## config.mk

```make
export PLATFORM = sky130hd
export DESIGN_NAME = uvmt_clk_st_period_chkr
export DESIGN_NICKNAME = d
export VERILOG_FILES = /design/src/rtl/uvmt_clk_st_period_chkr.sv
export SDC_FILE = /design/constraint.sdc
export NUM_CORES = 1
export LEC_CHECK = 0
export CAP_MARGIN = 40
export CORE_ASPECT_RATIO = 0.7
export CORE_MARGIN = 5
export CORE_UTILIZATION = 30
export CTS_BUF_LIST = sky130_fd_sc_hd__clkbuf_4 sky130_fd_sc_hd__clkbuf_8 sky130_fd_sc_hd__clkbuf_16
export CTS_CLUSTER_SIZE = 24
export DETAILED_ROUTE_END_ITERATION = 8
export PLACE_DENSITY = 0.6
export SYNTH_ARGS = -nofsm -noshare
export SYNTH_HDL_FRONTEND = slang
export SYNTH_SLANG_ARGS = --single-unit
```

## constraint.sdc

```tcl
create_clock -name clk_i -period 7.2 [get_ports clk_i]
set_clock_uncertainty 0.05 [all_clocks]
set_input_delay 0.72 -clock clk_i [delete_from_list [all_inputs] [get_ports clk_i]]
set_output_delay 0.72 -clock clk_i [all_outputs]
set_load 0.01 [all_outputs]
```

## src/rtl/uvmt_clk_st_period_chkr.sv

```systemverilog
// rtl/uvmt_clk_st_period_chkr.sv - multi-channel clock period / stuck checker
// Oversamples NUM_CH monitored clocks on clk, measures rise-to-rise period, flags mismatch and stuck.
module uvmt_clk_st_period_chkr #(
   parameter int NUM_CH      = 2,
   parameter int CNT_W       = 16,
   parameter int ERR_CNT_W   = 8,
   parameter int SYNC_STAGES = 2
) (
   input  logic                          clk_i,
   input  logic                          reset_i,
   input  logic [NUM_CH-1:0]             enable_i,
   input  logic [NUM_CH-1:0]             mon_clk_i,
   input  logic [NUM_CH*CNT_W-1:0]       exp_period_i,
   input  logic [CNT_W-1:0]              tolerance_i,
   input  logic [CNT_W-1:0]              timeout_i,
   input  logic                          clr_err_i,
   output logic [NUM_CH-1:0]             period_valid_o,
   output logic [NUM_CH*CNT_W-1:0]       period_o,
   output logic [NUM_CH-1:0]             err_pulse_o,
   output logic [NUM_CH-1:0]             err_sticky_o,
   output logic [NUM_CH-1:0]             stuck_o,
   output logic [NUM_CH*ERR_CNT_W-1:0]   err_cnt_o
);

   localparam logic [1:0] ST_DISABLED = 2'd0;
   localparam logic [1:0] ST_SYNC     = 2'd1;
   localparam logic [1:0] ST_MEASURE  = 2'd2;
   localparam logic [CNT_W-1:0]     CNT_MAX = '1;
   localparam logic [ERR_CNT_W-1:0] ERR_MAX = '1;

   for (genvar ch = 0; ch < NUM_CH; ch++) begin : g_ch
      logic [SYNC_STAGES-1:0] sync_q;
      logic                   sync_dly_q;
      logic                   rise_q;
      logic [1:0]             state_q, state_d;
      logic [CNT_W-1:0]       cnt_q, cnt_d, cnt_inc;
      logic [CNT_W-1:0]       period_q, period_d, exp_period;
      logic                   pv_q, pv_d, errp_q, errp_d;
      logic                   sticky_q, sticky_d, stuck_q, stuck_d;
      logic [ERR_CNT_W-1:0]   errcnt_q, errcnt_d, errcnt_base;
      logic [CNT_W:0]         diff;
      logic                   mismatch, timeout_hit, err;

      assign exp_period  = exp_period_i[ch*CNT_W +: CNT_W];
      assign cnt_inc     = (cnt_q == CNT_MAX) ? cnt_q : cnt_q + CNT_W'(1);
      assign diff        = (cnt_q >= exp_period) ? ({1'b0, cnt_q} - {1'b0, exp_period})
                                                 : ({1'b0, exp_period} - {1'b0, cnt_q});
      assign mismatch    = diff > {1'b0, tolerance_i};
      assign timeout_hit = !rise_q && (timeout_i != '0) && (cnt_q == timeout_i) && !stuck_q;
      // A clear coinciding with an error still records that error
      assign errcnt_base = clr_err_i ? '0 : errcnt_q;

      always_comb begin
         state_d  = state_q;
         cnt_d    = cnt_q;
         period_d = period_q;
         pv_d     = 1'b0;
         stuck_d  = stuck_q;
         err      = 1'b0;
         if (!enable_i[ch]) begin
            state_d = ST_DISABLED;
            cnt_d   = '0;
            stuck_d = 1'b0;
         end else begin
            case (state_q)
               ST_DISABLED: begin
                  state_d = ST_SYNC;
                  cnt_d   = '0;
               end
               ST_SYNC: begin
                  if (rise_q) begin
                     state_d = ST_MEASURE;
                     cnt_d   = CNT_W'(1);
                     stuck_d = 1'b0;
                  end else begin
                     cnt_d = cnt_inc;
                     if (timeout_hit) begin
                        stuck_d = 1'b1;
                        err     = 1'b1;
                     end
                  end
               end
               ST_MEASURE: begin
                  if (rise_q) begin
                     cnt_d    = CNT_W'(1);
                     period_d = cnt_q;
                     pv_d     = 1'b1;
                     err      = mismatch;
                  end else begin
                     cnt_d = cnt_inc;
                     if (timeout_hit) begin
                        stuck_d = 1'b1;
                        err     = 1'b1;
                        state_d = ST_SYNC;
                     end
                  end
               end
               default: begin
                  state_d = ST_DISABLED;
                  cnt_d   = '0;
               end
            endcase
         end
         errp_d   = err;
         sticky_d = err | (sticky_q & ~clr_err_i);
         errcnt_d = (err && errcnt_base != ERR_MAX) ? errcnt_base + ERR_CNT_W'(1) : errcnt_base;
      end

      always_ff @(posedge clk_i) begin
         if (reset_i) begin
            sync_q     <= '0;
            sync_dly_q <= 1'b0;
            rise_q     <= 1'b0;
            state_q    <= ST_DISABLED;
            cnt_q      <= '0;
            period_q   <= '0;
            pv_q       <= 1'b0;
            errp_q     <= 1'b0;
            sticky_q   <= 1'b0;
            stuck_q    <= 1'b0;
            errcnt_q   <= '0;
         end else begin
            sync_q     <= {sync_q[SYNC_STAGES-2:0], mon_clk_i[ch]};
            sync_dly_q <= sync_q[SYNC_STAGES-1];
            rise_q     <= sync_q[SYNC_STAGES-1] & ~sync_dly_q;
            state_q    <= state_d;
            cnt_q      <= cnt_d;
            period_q   <= period_d;
            pv_q       <= pv_d;
            errp_q     <= errp_d;
            sticky_q   <= sticky_d;
            stuck_q    <= stuck_d;
            errcnt_q   <= errcnt_d;
         end
      end

      assign period_valid_o[ch]                    = pv_q;
      assign period_o[ch*CNT_W +: CNT_W]           = period_q;
      assign err_pulse_o[ch]                       = errp_q;
      assign err_sticky_o[ch]                      = sticky_q;
      assign stuck_o[ch]                           = stuck_q;
      assign err_cnt_o[ch*ERR_CNT_W +: ERR_CNT_W]  = errcnt_q;
   end

endmodule

```

==> reports/results.tsv <==
metric	value	unit
outcome	finished clean	
worst_pin_slew	0.7630	ns
synth_ff_type	dfxtp_1	
cts_setup_buffers	0	
ctsResizeCount	0	
area_growth	21.55	%
track_usage	17.46	%
synthCells	1099	
dieArea	31570	µm²
min_path_type	reg2reg	
path_class	in2reg	
grt-ovfl-total	0	
post-route-min-period	5.831	ns
die_h	150.2	µm
fin_tns_setup	0	ns
r2r-start	g_ch[1].cnt_q[12]$_SDFFE_PP0P_	
cp_num_buf_inv	3	
critPathLaunch	exp_period_i[28]	
die_x	210.2	µm
rows	51	
p_leak	4.195	nW
drive_above_1_share	3.701	%
place_ws	1.049	ns
start_util	30.33	%
timing.critical_path.to	g_ch[1].errcnt_q[2]$_SDFF_PP0_	
cp.depth	21	
cts.htree.levels	3	
synth-async-reset-ratio	0	%
vdd_ir_drop_max	164.4	µV
wl	28.21	mm
tritoncts	yes	
hold_viol	0	
crit_path_frequent_cell	a21o_1	
yosysSeqAreaShare	23.78	%
worstPathMaxFanout	12	
io_buffers	126	
slew_violations	0	
worst-r2r-cell-count	19	
slowest_delay	0.50	ns
r2r_end	g_ch[1].errcnt_q[2]$_SDFF_PP0_	
ys_ff_latch	100	
dp_hpwl	22.85	mm
finalCritPeriodShare	80.99	%
rrSetupSlack	1.72	ns
wire_per_inst	18.08	µm
grt_max_degree	51	
clock_sinks	100	
path_cells	clkdlybuf4s50_1 > inv_1 > ha_1 > a2111oi_0 > o21a_1 > nor3_1 > a21o_1 > a21oi_2 > buf_4 > mux2i_1 > xnor2_1 > ha_1 > a21o_1 > a21o_1 > a21oi_1 > o211ai_1 > a221o_1 > a31oi_1 > o31a_1 > and3b_1 > mux2_2	
fillers	2852	
ys_warn_count	0	
io_pins	127	
ctsHoldBuffers	0	
clk_pin_slew	0.07	ns
firstDrtPassIters	5	
synth.net_count	1281	
syn_avg_cell_area	7.661	µm²
drtAntennaViolNets	0	
arrival	6.04	ns
post-route-drc-count	0	
end_kind	flop	
dr.first_iter.drc_count	595	
antenna_found_initial	3	
max_slew_margin	48.94	%
clock_latency	0.36	ns
viasPerCell	5.158	
synth_cell_type_count	62	
dr_total_vias	8046	
gp_routability_congestion	0.9594	
syn-cell-area	8419	µm²
grt_pass1_vias	7578	
max_freq	171.5	MHz
slowest_stage	clkdlybuf4s50_1	
cts-buffers-inserted	9	
root_buffer	clkbuf_16	
max_cap_viol_count	0	
critPathTopFamily	compound AO/OA/AOI/OAI gates	
setup_viol	0	
nNetsFinal	1367	
layout_common_cells	125 x clkdlybuf4s50_1, 121 x nand2_1, 107 x ha_1, 105 x a21oi_1, 101 x inv_1	
grt_pass1_wl	43.25	mm
synth_edf_count	0	
clockBufferDepth	2	
rsz0062_at_grt	false	
power_density	129.7	nW/µm²
antenna_cells	0	
finalWorstSetupSlack	1.369	ns
cp.required	7.40	ns
start_kind	input port	
final_common_cell	clkdlybuf4s50_1	
core_area	27760	µm²
## cell families (layout without fill, tap and decap cells)
family / after synthesis / count (layout) / share of synthesized area, %
simple gates: 375 / 375 / 21.74
compound gates: 244 / 244 / 18.21
flops: 100 / 100 / 23.78
mux: 27 / 27 / 3.329
xor+xnor: 82 / 82 / 8.530
buf+inv: 160 / 250 / 7.564
fa+ha+maj: 111 / 111 / 16.85
## power breakdown
part	switching, W	internal [W]
Clock	0.000224	0.000274
Sequential	0.00000295	0.000556
Combinational	0.000150	0.000120
Total	0.000378	0.000950
## area by class of cell
| cell class | count | area, µm² | share of cell area (%) |
|---|---|---|---|
| clock inverters | 5 | 62.56 | 0.6113 |
| inverters | 102 | 382.9 | 3.741 |
| clock buffers | 10 | 232.7 | 2.274 |
| repair buffers | 133 | 1309 | 12.79 |
| well taps | 371 | 464.2 | 4.536 |
| flip-flops and latches | 100 | 2002 | 19.56 |
| multi-input cells | 839 | 5781 | 56.49 |
## registers in the layout (all words and copies together) (netlist names)
signal	count
g_ch.sync_q	4
g_ch.errp_q	2
g_ch.sticky_q	2
g_ch.rise_q	2
g_ch.sync_dly_q	2
g_ch.cnt_q	32
g_ch.state_q	4
g_ch.stuck_q	2
g_ch.pv_q	2
g_ch.period_q	32
g_ch.errcnt_q	16
## per-layer routing
metal / part of all wire, % / vias up / GRT usage [%]
met5: 0.13 / - / 0
met2: 39 / 288 / 24.50
met3: 8.2 / 48 / 5.270
met4: 2.4 / 6 / 4.532
li1: - / 3982 / -
met1: 50 / 3722 / 25.79
## stage by stage
stage	hold slack (ns)	cell area, µm²	utilization (%)	cells	total power [W]
finish	0.3332	10230	36.87	1560	0.001327
global route	0.3617	10230	36.87	1560	0.001395
CTS	0.3378	10230	36.87	1560	0.001341
detailed placement	0.3234	9938	35.80	1545	0.0008381
global placement	0.3204	9938	35.80	1545	0.0008378
floorplan	0.3174	8419	-	1099	0.0007325
## synthesized netlist by cell type, types with 4 or more instances
cell,instances,area share (%)
nand2b_1,10,0.74
fa_1,4,0.95
xnor2_1,40,4.2
nor2b_1,20,1.5
and2_1,7,0.52
nor4_1,16,1.2
buf_2,5,0.30
xor2_1,42,4.4
mux2_2,8,1.1
or3_1,12,0.89
nor2_1,76,3.4
dfxtp_1,100,24
o211ai_1,5,0.45
buf_4,8,0.71
ha_1,107,16
mux2i_1,19,2.3
nand3_1,30,1.8
a21oi_1,105,6.2
inv_1,101,4.5
a211oi_1,13,1.2
a31oi_1,11,0.82
o21a_1,5,0.45
clkbuf_1,42,1.9
o21bai_1,6,0.53
nand2_1,121,5.4
and4_1,4,0.42
and3_1,12,0.89
nand4_1,25,1.9
a21o_1,32,2.9
o21ai_0,31,1.8
or4_1,5,0.45
nor3_1,25,1.5
## worst min path at each step
stage / from / endpoint / slack, ns / cells past startpoint
2_1_floorplan: g_ch[0].sync_dly_q$_SDFF_PP0_ / g_ch[0].rise_q$_SDFF_PP0_ / 0.32 / 1
3_3_place_gp: g_ch[1].sync_dly_q$_SDFF_PP0_ / g_ch[1].rise_q$_SDFF_PP0_ / 0.32 / 1
3_5_place_dp: g_ch[1].sync_dly_q$_SDFF_PP0_ / g_ch[1].rise_q$_SDFF_PP0_ / 0.32 / 1
4_1_cts: g_ch[0].sync_dly_q$_SDFF_PP0_ / g_ch[0].rise_q$_SDFF_PP0_ / 0.34 / 1
5_1_grt: g_ch[0].sync_dly_q$_SDFF_PP0_ / g_ch[0].rise_q$_SDFF_PP0_ / 0.36 / 1
6_report: g_ch[0].sync_dly_q$_SDFF_PP0_ / g_ch[0].rise_q$_SDFF_PP0_ / 0.33 / 1
Note: power is estimated with default switching activity, not from simulation.
